## src/rtl/jt12_bus_pkg.sv

```systemverilog
// Shared types and constants for the jt12 register-write sequencer.
// A request is {port, reg, val}; the FSM walks one request through two bus writes.
package jt12_bus_pkg;

    typedef enum logic [2:0] {
        ST_IDLE,
        ST_POLL,
        ST_AWR,
        ST_AGAP,
        ST_DPOLL,
        ST_DWR,
        ST_DGAP
    } state_e;

    localparam logic ADDR_SEL = 1'b0;
    localparam logic DATA_SEL = 1'b1;
    localparam int   BUSY_BIT = 7;
    localparam int   ENTRY_W  = 17;

    typedef struct packed {
        logic       port;
        logic [7:0] regn;
        logic [7:0] val;
    } req_t;

endpackage

```

## src/rtl/jt12_bus_fifo.sv

```systemverilog
// Synchronous FIFO of 2^AW request entries with registered occupancy count.
// Push on full and pop on empty are ignored; dout always shows the head entry.
module jt12_bus_fifo
    import jt12_bus_pkg::*;
#(
    parameter int AW = 4
) (
    input  logic               mclk,
    input  logic               rst0,
    input  logic               push,
    input  logic               pop,
    input  logic [ENTRY_W-1:0] din,
    output logic [ENTRY_W-1:0] dout,
    output logic               empty,
    output logic               full,
    output logic [AW:0]        count
);

    localparam logic [AW:0] DEPTH = (AW+1)'(1 << AW);

    logic [ENTRY_W-1:0] mem_q [2**AW];
    logic [AW-1:0]      wr_ptr_q, rd_ptr_q;
    logic [AW:0]        count_q;
    logic               push_ok, pop_ok;

    assign full    = (count_q == DEPTH);
    assign empty   = (count_q == '0);
    assign count   = count_q;
    assign dout    = mem_q[rd_ptr_q];
    assign push_ok = push && !full;
    assign pop_ok  = pop && !empty;

    always_ff @(posedge mclk) begin
        if (push_ok) begin
            mem_q[wr_ptr_q] <= din;
        end
    end

    // Pointers are AW bits wide, so they wrap modulo the depth on their own.
    always_ff @(posedge mclk or posedge rst0) begin
        if (rst0) begin
            wr_ptr_q <= '0;
            rd_ptr_q <= '0;
            count_q  <= '0;
        end else begin
            if (push_ok) wr_ptr_q <= wr_ptr_q + AW'(1);
            if (pop_ok)  rd_ptr_q <= rd_ptr_q + AW'(1);
            count_q <= count_q + (AW+1)'(push_ok) - (AW+1)'(pop_ok);
        end
    end

endmodule

```

## src/rtl/jt12_bus_sequencer.sv

```systemverilog
// Replays queued {port,reg,val} writes onto the jt12 CPU bus, polling the busy
// flag before each address and data write; all bus activity is paced by clk_en.
module jt12_bus_sequencer
    import jt12_bus_pkg::*;
#(
    parameter int AW      = 4,
    parameter int TIMEOUT = 255
) (
    input  logic       mclk,
    input  logic       rst0,
    input  logic       clk_en,
    input  logic       req_valid,
    output logic       req_ready,
    input  logic       req_port,
    input  logic [7:0] req_reg,
    input  logic [7:0] req_val,
    output logic       cs_n,
    output logic       wr_n,
    output logic [1:0] addr,
    output logic [7:0] bus_dout,
    input  logic [7:0] bus_din,
    output logic       idle,
    output logic       busy_err,
    output state_e     dbg_state
);

    localparam int TO_W = (TIMEOUT < 2) ? 1 : $clog2(TIMEOUT + 1);

    state_e          state_q;
    req_t            cur_q;
    logic [TO_W-1:0] cnt_q;
    logic            cs_n_q, wr_n_q, idle_q, busy_err_q;
    logic [1:0]      addr_q;
    logic [7:0]      dout_q;

    logic [ENTRY_W-1:0] fifo_dout;
    logic               fifo_empty, fifo_full;
    logic [AW:0]        fifo_count;
    logic               push_w, pop_w, busy_w, tmo_hit, goes_idle, next_empty;
    logic               unused_status;
    req_t               head;

    assign head          = req_t'(fifo_dout);
    assign req_ready     = !fifo_full;
    assign push_w        = req_valid && req_ready;
    assign pop_w         = clk_en && !fifo_empty && (state_q == ST_IDLE || state_q == ST_DGAP);
    assign busy_w        = bus_din[BUSY_BIT];
    assign unused_status = ^bus_din[6:0];
    assign tmo_hit       = (cnt_q == TO_W'(TIMEOUT - 1));

    // idle is registered, so it is built from the state and occupancy that
    // will hold after this edge.
    assign goes_idle  = (state_q == ST_IDLE && !pop_w) ||
                        (state_q == ST_DGAP && clk_en && fifo_empty);
    assign next_empty = (fifo_count == '0 && !push_w) ||
                        (fifo_count == (AW+1)'(1) && pop_w && !push_w);

    jt12_bus_fifo #(.AW(AW)) u_fifo (
        .mclk  (mclk),
        .rst0  (rst0),
        .push  (push_w),
        .pop   (pop_w),
        .din   ({req_port, req_reg, req_val}),
        .dout  (fifo_dout),
        .empty (fifo_empty),
        .full  (fifo_full),
        .count (fifo_count)
    );

    always_ff @(posedge mclk or posedge rst0) begin
        if (rst0) begin
            state_q    <= ST_IDLE;
            cur_q      <= '0;
            cnt_q      <= '0;
            cs_n_q     <= 1'b1;
            wr_n_q     <= 1'b1;
            addr_q     <= 2'b00;
            dout_q     <= 8'h00;
            idle_q     <= 1'b1;
            busy_err_q <= 1'b0;
        end else begin
            idle_q <= goes_idle && next_empty;
            if (clk_en) begin
                case (state_q)
                    ST_IDLE, ST_DGAP: begin
                        cs_n_q <= 1'b1;
                        wr_n_q <= 1'b1;
                        if (!fifo_empty) begin
                            cur_q   <= head;
                            cnt_q   <= '0;
                            state_q <= ST_POLL;
                            cs_n_q  <= 1'b0;
                            addr_q  <= {head.port, ADDR_SEL};
                        end else begin
                            state_q <= ST_IDLE;
                        end
                    end
                    ST_POLL: begin
                        if (!busy_w || tmo_hit) begin
                            if (busy_w) busy_err_q <= 1'b1;
                            state_q <= ST_AWR;
                            wr_n_q  <= 1'b0;
                            addr_q  <= {cur_q.port, ADDR_SEL};
                            dout_q  <= cur_q.regn;
                        end else begin
                            cnt_q <= cnt_q + TO_W'(1);
                        end
                    end
                    ST_AWR: begin
                        state_q <= ST_AGAP;
                        cs_n_q  <= 1'b1;
                        wr_n_q  <= 1'b1;
                    end
                    ST_AGAP: begin
                        state_q <= ST_DPOLL;
                        cnt_q   <= '0;
                        cs_n_q  <= 1'b0;
                        addr_q  <= {cur_q.port, ADDR_SEL};
                    end
                    ST_DPOLL: begin
                        if (!busy_w || tmo_hit) begin
                            if (busy_w) busy_err_q <= 1'b1;
                            state_q <= ST_DWR;
                            wr_n_q  <= 1'b0;
                            addr_q  <= {cur_q.port, DATA_SEL};
                            dout_q  <= cur_q.val;
                        end else begin
                            cnt_q <= cnt_q + TO_W'(1);
                        end
                    end
                    ST_DWR: begin
                        state_q <= ST_DGAP;
                        cs_n_q  <= 1'b1;
                        wr_n_q  <= 1'b1;
                    end
                    default: begin
                        state_q <= ST_IDLE;
                        cs_n_q  <= 1'b1;
                        wr_n_q  <= 1'b1;
                    end
                endcase
            end
        end
    end

    assign cs_n      = cs_n_q;
    assign wr_n      = wr_n_q;
    assign addr      = addr_q;
    assign bus_dout  = dout_q;
    assign idle      = idle_q;
    assign busy_err  = busy_err_q;
    assign dbg_state = state_q;

endmodule

```

## config.mk

```make
export PLATFORM = sky130hd
export DESIGN_NAME = jt12_bus_sequencer
export DESIGN_NICKNAME = d
export VERILOG_FILES = /design/src/rtl/jt12_bus_pkg.sv /design/src/rtl/jt12_bus_fifo.sv /design/src/rtl/jt12_bus_sequencer.sv
export SDC_FILE = /design/constraint.sdc
export NUM_CORES = 1
export LEC_CHECK = 0
export CAP_MARGIN = 20
export CORE_MARGIN = 1
export CORE_UTILIZATION = 50
export CTS_CLUSTER_SIZE = 16
export DETAILED_ROUTE_END_ITERATION = 10
export PLACE_DENSITY = 0.79
export SLEW_MARGIN = 5
export SYNTH_ARGS = -nofsm -noshare
export SYNTH_HDL_FRONTEND = slang
export SYNTH_SLANG_ARGS = --single-unit
```

## constraint.sdc

```tcl
create_clock -name mclk -period 7 [get_ports mclk]
set_input_delay 0.7 -clock mclk [delete_from_list [all_inputs] [get_ports mclk]]
set_output_delay 0.7 -clock mclk [all_outputs]
set_load 0.1 [all_outputs]
```

==> impl_metrics.toml, run 1 <==
[routing]
drt_pass1_iterations = 5
ant_nets = 0
vias = 6699
avgViaCountPerCell = 6.01
drc_errors = 0
routedWlPerCell_um = 24.1
drt_iter0_markers = 717
routed_wl_um = 26800

[clocking]
cts_resized = 0
clock_sinks = 327
cts_buffer_depth = 3
cts-htree-levels = 1
cts.reportedPaths.clkPinSlew_ps = 60
cts-hold-fix-buffers = 0
clock-root-buffer = "clkbuf_16"
post-cts-setup-buffers = 0
cts_tree = "done"
insertion_delay_ps = 550
cts_buffers = 30

[timing]
tns_ps = 0
max_freq_mhz = 279
setup_viol = 0
rsz0062_at_grt = "no"
finalWorstSetupSlack_ps = 3420
post-route-period-util = 0.512
maxSlewHeadroom = 0.330
hold_viol = 0
slew_violations = 0
finalCriticalPeriod_ps = 3580
worstMarginPinSlew_ps = 1000
final.setup_skew_ps = 12.4

[synth]
ys.flop_type = "edfxtp_1"
avgSynthCellArea_um2 = 18.8
postSynthCellCount = 700
ys_types = 54
ys_async_sr_fraction = 0.168
synth-edff-count = 272
ys_ff_latch = 327
yosys_warnings = 0
yosysSeqAreaShare = 0.725
yosys.cell_count.top_type = "edfxtp_1"
post-synth-top-area-cell = "edfxtp_1"
synth_top_area_frac = 0.620
synth.area.top_cells = "edfxtp_1 62%, mux4_2 12%, dfrtp_1 9.9%, mux2i_1 3.2%, ha_1 1.2%"
netlist_area_mm2 = 0.0132
synth_fp_nets = 743
synth_top_cells_by_count = "272 x edfxtp_1, 68 x mux4_2, 52 x dfrtp_1, 42 x mux2i_1, 27 x nand2_1"

[grt]
busiest_layer = "met2"
overflow = 0
first_global_vias = 6766
gr-usage-all-layers = 0.205
use_met2 = 0.341
grt_max_degree = 70
grt_pass1_wl_um = 40500
use_met1 = 0.277
grt_antenna_before_repair = 0
met3_usage = 0.0336

[finish]
antenna_cells = 0
final_nets = 798
drive_gt1_frac = 0.205
stdcell_count = 1114
area_growth_syn_to_layout_pct = 14.2
final_core_util = 0.580

[floorplanning]
die_w_um = 164
start_util = 0.508
placementRows = 59
die_area_mm2 = 0.0270
io_pins = 47
die_y_um = 164
core_area_mm2 = 0.0259

[power_and_ir_drop]
internal-power_uw = 4250
pwr-share-clk = 0.274
p_seq_frac = 0.416
leakage_uw = 0.00516
vdd_drop_max_mv = 0.344
power_density_mw_per_mm2 = 418
p_sw_uw = 2030
power.share.combinational = 0.310
netSwitchingFraction = 0.323

[critical_path]
max_stage_delay_ps = 720
critical-path-slowest-cell = "clkdlybuf4s50_1"
cp.arrival_ps = 4020
crit_top_cell = "inv_1"
crit_path_start_kind = "input pin"
critPathKind = "in2reg"
cp-end-kind = "flop"
crit_buf_inv = 5
cp_max_fo = 21
path_delay_family = "buffers and inverters"
crit_chain = "clkdlybuf4s50_1, nand2b_1, a211o_1, inv_2, ha_1, inv_1, ha_1, inv_1, fa_1, inv_1, a21oi_1, nor2_1, nor2_1, xnor2_1"
required_ps = 7430

[placed_design]
portBuffers = 39
dpl.cell_count = 1057
hpwlAfterDp_um = 14700
dp_slack_ps = 2850
gp_congestion = 0.820

[run]
cap_violations = 0

[run_status]
outcome = "finished, final reports clean"

[min_path]
hold_class = "reg2reg"
[cells in the final DEF (no fill, tap or decap), drive strengths merged, types with 4 or more instances in the layout]
cell,n
buf,21
mux4,68
xnor2,9
nand3,7
bufinv,6
mux2i,42
edfxtp,272
dfrtp,52
nand4,5
clkinvlp,4
o22ai,16
inv,24
o21ai,19
a21oi,11
and2,8
nor2,16
clkinv,12
nor3,6
ha,13
nand2b,4
mux2,8
clkdlybuf4s50,39
a21o,20
nand2,27
nor4,4
o2bb2ai,4
clkbuf,35
[cell families (layout without fill, tap and decap cells)]
kind of cell / after synthesis / after routing / synth area share
flops: 327 / 327 / 0.725
mux: 118 / 118 / 0.155
simple gates: 87 / 87 / 0.0337
compound gates: 82 / 82 / 0.0427
buf+inv: 62 / 141 / 0.0226
fa+ha+maj: 14 / 14 / 0.0139
xor+xnor: 10 / 10 / 0.00665
[metrics by stage]
| step | power (µW) | cell area, µm² | hold WS [ps] |
|---|---|---|---|
| final | 6280 | 15000 | 460 |
| after global routing | 6550 | 15000 | 478 |
| after CTS | 6310 | 15000 | 460 |
| after detailed placement | 4580 | 14000 | 446 |
| after global placement | 4520 | 14000 | 437 |
| after floorplan | 4110 | 13200 | 449 |
[power groups by stage]
stage / combinational [µW] / clock, µW / sequential (µW)
final: 1950 / 1720 / 2610
after global routing: 2080 / 1820 / 2640
after CTS: 1950 / 1750 / 2610
after detailed placement: 1930 / 0 / 2650
after global placement: 1900 / 0 / 2630
after floorplan: 1310 / 0 / 2800
[final cells by class]
| class | instances | area (µm²) |
|---|---|---|
| clock buffers | 35 | 791 |
| multi-input cells | 311 | 3350 |
| clock inverters | 21 | 262 |
| well taps | 335 | 419 |
| fillers | 1845 | 10900 |
| inverters | 25 | 93.8 |
| flip-flops and latches | 327 | 9550 |
| repair buffers | 60 | 561 |
[final timing paths]
| path | startpoint | endpoint | slack [ps] | depth (start not counted) |
|---|---|---|---|---|
| min reg2reg | busy_err | busy_err | 460 | 1 |
| max | clk_en | u_fifo.count[4] | 3420 | 14 |
| min in group asynchronous | rst0 | u_fifo.count[2] | 690 | 3 |
| max in group asynchronous | rst0 | u_fifo.rd_ptr_q[0] | 5750 | 3 |
| min | busy_err | busy_err | 460 | 1 |
| max reg2reg | u_fifo.count[2] | u_fifo.count[4] | 3490 | 15 |
[state kept, by name (all words and copies together), names as in the netlist]
name	flops
u_fifo.rd_ptr_q	4
dbg_state	3
cnt_q	8
busy_err	1
u_fifo.count	5
addr	2
bus_dout	8
idle	1
cur_q	17
cs_n	1
wr_n	1
u_fifo.wr_ptr_q	4
u_fifo.mem_q	272
[per-layer routing]
layer | vias up | routed length [µm]
met4 | 0 | 810
met3 | 66 | 1790
met1 | 3451 | 10900
met5 | - | 0
met2 | 297 | 13400
li1 | 2885 | -
Note: power is estimated with default switching activity, not from simulation.
==> inputs of run 2 (changes only) <==
--- a/config.mk
+++ b/config.mk
@@ -10,7 +10,7 @@
 export CORE_UTILIZATION = 50
 export CTS_CLUSTER_SIZE = 16
 export DETAILED_ROUTE_END_ITERATION = 10
-export PLACE_DENSITY = 0.79
+export PLACE_DENSITY = 0.82
 export SLEW_MARGIN = 5
 export SYNTH_ARGS = -nofsm -noshare
 export SYNTH_HDL_FRONTEND = slang
==> constraint.sdc (replaced) <==
create_clock -name mclk -period 3.15 [get_ports mclk]
set_input_delay 0.315 -clock mclk [delete_from_list [all_inputs] [get_ports mclk]]
set_output_delay 0.315 -clock mclk [all_outputs]
set_load 0.1 [all_outputs]
==> impl_metrics.toml, run 2 (synthesis results as in run 1) <==
[timing]
maxSlewHeadroom = 0.345
setup_viol = 0
post-route-period-util = 0.878
worstMarginPinSlew_ps = 980
finalWorstSetupSlack_ps = 385
rsz0062_at_grt = "no"
max_freq_mhz = 362
tns_ps = 0
finalCriticalPeriod_ps = 2770
final.setup_skew_ps = 11.8
hold_viol = 0
slew_violations = 0

[grt]
grt_pass1_wl_um = 40300
grt_antenna_before_repair = 1
grt_max_degree = 64
overflow = 0
gr-usage-all-layers = 0.205
first_global_vias = 6685

[routing]
drc_errors = 0
drt_iter0_markers = 739
vias = 6697
routedWlPerCell_um = 23.2
routed_wl_um = 26400
drt_pass1_iterations = 5
avgViaCountPerCell = 5.89
ant_nets = 0

[floorplanning]
die_w_um = 164
io_pins = 47
die_area_mm2 = 0.0270
core_area_mm2 = 0.0259
placementRows = 59
start_util = 0.508
die_y_um = 164

[clocking]
cts_tree = "done"
cts_buffer_depth = 3
cts_resized = 0
cts.reportedPaths.clkPinSlew_ps = 60
cts-htree-levels = 2
clock-root-buffer = "clkbuf_16"
clock_sinks = 327
cts_buffers = 34
insertion_delay_ps = 500
post-cts-setup-buffers = 0
cts-hold-fix-buffers = 0

[placed_design]
dpl-instance-area_mm2 = 0.0141
gp_congestion = 0.859
portBuffers = 39
hpwlAfterDp_um = 16100
dp_slack_ps = 392
dpl.cell_count = 1075

[finish]
top_register = "u_fifo.mem_q"
final_common_cell = "edfxtp_1"
reg_top3 = "u_fifo.mem_q x272, cur_q x17"
stdcell_area_mm2 = 0.0152
stdcell_count = 1137
drive_gt1_frac = 0.230
final_cell_mix = "272 x edfxtp_1, 68 x mux4_2, 49 x dfrtp_1, 42 x mux2i_1, 40 x buf_4"
fillCellCount = 1849
area_growth_syn_to_layout_pct = 15.4
final_nets = 819
largest_reg_flops = 272
multi_input_area_mm2 = 0.00336
regArea_mm2 = 0.00955

[power_and_ir_drop]
leakage_uw = 0.00528
power_density_mw_per_mm2 = 922
power.total_uw = 14000
vdd_drop_max_mv = 0.934

[min_path]
hold_class = "in2async"

[critical_path]
cp-end-kind = "flop"
cp_max_fo = 6
required_ps = 3530
critPathKind = "reg2reg"
crit_path_start_kind = "flop"
cp.arrival_ps = 3150

[run_status]
outcome = "finished, final reports clean"

[run]
cap_violations = 0
run 2: changes by cell type in the layout (fill, tap and decap cells not counted):
cell	previous run	this run
clkbuf_1	4	10
clkinv_4	1	0
inv_6	0	1
diode_2	0	1
buf_12	1	5
nand2_2	0	1
clkdlybuf4s50_1	39	32
inv_8	0	1
clkbuf_8	0	3
bufinv_16	6	1
clkinvlp_4	4	0
buf_4	20	40
clkbuf_16	31	35
nand2_1	27	26
run 2: power by group:
group,internal (µW),switching (µW)
logic,1880,2520
clock network,2200,1550
registers,5360,485
total,9450,4560
run 2: layout make-up:
cell class                      count  area share
Antenna cell                        1    0.000165
Clock buffer                       48      0.0628
Clock inverter                     13     0.00609
Inverter                           25     0.00618
Multi-Input combinational cell    311       0.221
Sequential cell                   327       0.629
Tap cell                          335      0.0276
Timing Repair Buffer               77      0.0474
run 2: worst max-delay path, stage by stage (launching register included):
cell and delay [ps]:
dfrtp_1 380, inv_1 80, ha_1 170, nor4b_4 370, a211o_1 220, inv_2 80
ha_1 270, inv_1 60, ha_1 150, inv_1 60, fa_1 420, inv_1 70
a21oi_1 60, nor2_1 90, nor2_1 50, xnor2_1 110
run 2: per-stage QoR:
step                      hold slack (ps)   util
after global placement                459  0.546
final                                 224  0.586
after CTS                             240  0.586
after detailed placement              465  0.546
after global routing                  289  0.586
after floorplan                       414      -
run 2: path summary, 6_finish.rpt:
path,from,to,slack [ps],cells past startpoint
setup / recovery,u_fifo.count[3],u_fifo.count[4],380,15
hold / removal,rst0,cnt_q[1],220,2
setup reg to reg,u_fifo.count[3],u_fifo.count[4],380,15
hold reg to reg,bus_dout[2],bus_dout[2],480,2
max in group asynchronous,rst0,cs_n,2220,3
min in group mclk,bus_dout[2],bus_dout[2],480,2
run 2: per-layer routing:
metal | up-vias | GRT usage | share of wire
met2 | 244 | 0.337 | 0.49
met3 | 42 | 0.0326 | 0.063
met1 | 3474 | 0.286 | 0.42
met5 | - | 0 | 0
met4 | 0 | 0.0585 | 0.023
li1 | 2937 | - | -
==> inputs of run 3 (changes only) <==
--- a/config.mk
+++ b/config.mk
@@ -6,7 +6,7 @@
 export NUM_CORES = 1
 export LEC_CHECK = 0
 export CAP_MARGIN = 20
-export CORE_MARGIN = 1
+export CORE_MARGIN = 2
 export CORE_UTILIZATION = 50
 export CTS_CLUSTER_SIZE = 16
 export DETAILED_ROUTE_END_ITERATION = 10
==> impl_metrics.toml, run 3 (synthesis results as in run 1) <==
[run_status]
outcome = "finished, final reports clean"

[finish]
final_nets = 808
fillCellCount = 1840
largest_reg_flops = 272
drive_gt1_frac = 0.234
top_register = "u_fifo.mem_q"
area_growth_syn_to_layout_pct = 14.6
final_common_cell = "edfxtp_1"
final_cell_mix = "272 x edfxtp_1, 68 x mux4_2, 49 x dfrtp_1, 42 x mux2i_1, 37 x buf_4"
reg_top3 = "u_fifo.mem_q x272, cur_q x17"
final_core_util = 0.581

[routing]
drt_iter0_markers = 581
vias = 6600
drc_errors = 0
routed_wl_um = 26500
drt_pass1_iterations = 5
ant_nets = 0
avgViaCountPerCell = 5.87
routedWlPerCell_um = 23.6

[critical_path]
cp_max_fo = 6
worstSetupStartpoint = "u_fifo.count[3]"
cp-end-kind = "flop"
required_ps = 3570
path_delay_family = "adder cells"
cp.arrival_ps = 3140
crit_top_cell = "inv_1"
critPathKind = "reg2reg"
r2r-start = "u_fifo.count[3]"
crit_path_start_kind = "flop"
max_stage_delay_ps = 420
crit_chain = "inv_1, ha_1, nor4b_4, a211o_1, inv_2, ha_1, inv_1, ha_1, inv_1, fa_1, inv_1, a21oi_1, nor2_1, nor2_1, xnor2_1"
critical-path-slowest-cell = "fa_1"
crit_buf_inv = 5

[floorplanning]
io_pins = 47
die_area_mm2 = 0.0276
placementRows = 59
start_util = 0.507
die_y_um = 166
core_area_mm2 = 0.0260
die_w_um = 166

[clocking]
cts_resized = 0
cts-htree-levels = 1
clock_sinks = 327
cts-hold-fix-buffers = 0
insertion_delay_ps = 540
cts_buffers = 30
clock-root-buffer = "clkbuf_16"
post-cts-setup-buffers = 0
cts_buffer_depth = 3
cts.reportedPaths.clkPinSlew_ps = 60
cts_tree = "done"

[grt]
overflow = 0
grt_antenna_before_repair = 1
grt_pass1_wl_um = 40800
grt_max_degree = 70
first_global_vias = 6827
gr-usage-all-layers = 0.194

[power_and_ir_drop]
vdd_drop_max_mv = 1.11
power_density_mw_per_mm2 = 921
leakage_uw = 0.00523

[timing]
final.setup_skew_ps = 9.21
post-route-period-util = 0.862
slew_violations = 0
max_freq_mhz = 368
worstMarginPinSlew_ps = 1000
finalCriticalPeriod_ps = 2720
rsz0062_at_grt = "no"
holdWs_ps = 179
tns_ps = 0
maxSlewHeadroom = 0.331
hold_viol = 0
setup_viol = 0

[placed_design]
portBuffers = 39
gp_congestion = 0.839
hpwlAfterDp_um = 15300

[min_path]
hold_class = "in2async"

[run]
cap_violations = 0
==> run 3: cell count changes in the layout (fill, tap and decap cells not counted), moves of 3 or more <==
cell | previous run | this run
buf_4 | 40 | 37
clkbuf_1 | 10 | 3
clkbuf_16 | 35 | 31
clkinv_1 | 7 | 3
clkinv_2 | 4 | 7
clkinvlp_4 | 0 | 3
==> run 3: per-layer routing <==
layer	wire (µm)	global-route usage	up-vias
met1	10700	0.266	3387
met3	1820	0.0384	55
met5	0	0	-
met2	13300	0.321	254
li1	-	-	2904
met4	716	0.0581	0
==> run 3: layout make-up <==
| type | instances | area [µm²] | share of cell area |
|---|---|---|---|
| sequential | 327 | 9550 | 0.633 |
| clock buffer | 39 | 856 | 0.0567 |
| inverter | 25 | 93.8 | 0.00622 |
| antenna | 1 | 2.50 | 0.000166 |
| timing repair buffer | 70 | 638 | 0.0423 |
| clock inverter | 17 | 173 | 0.0114 |
| tap | 335 | 419 | 0.0278 |
| multi-input combinational | 311 | 3360 | 0.222 |
==> run 3: path summary, 6_finish.rpt <==
check / to / cells past startpoint / slack, ps
worst max-delay path: u_fifo.count[4] / 15 / 430
worst min-delay path: u_fifo.rd_ptr_q[0] / 2 / 180
worst max register to register: u_fifo.count[4] / 15 / 430
worst min register to register: busy_err / 1 / 460
max in group asynchronous: u_fifo.rd_ptr_q[1] / 3 / 2290
min in group mclk: idle / 4 / 420
==> run 3: where the power goes <==
group	internal, µW	switching, µW	leakage [µW]
clock	2160	1530	0.000504
combinational	1850	2520	0.00158
sequential	5360	475	0.00314
total	9370	4520	0.00523
==> run 3: stage by stage <==
stage	cell area, µm²	setup WS [ps]	power [µW]	std cells
floorplan	13200	-536	9130	700
global placement	14100	479	10100	1068
detailed placement	14100	426	10300	1068
CTS	15100	406	14000	1124
global route	15100	134	14500	1124
finish	15100	435	13900	1125
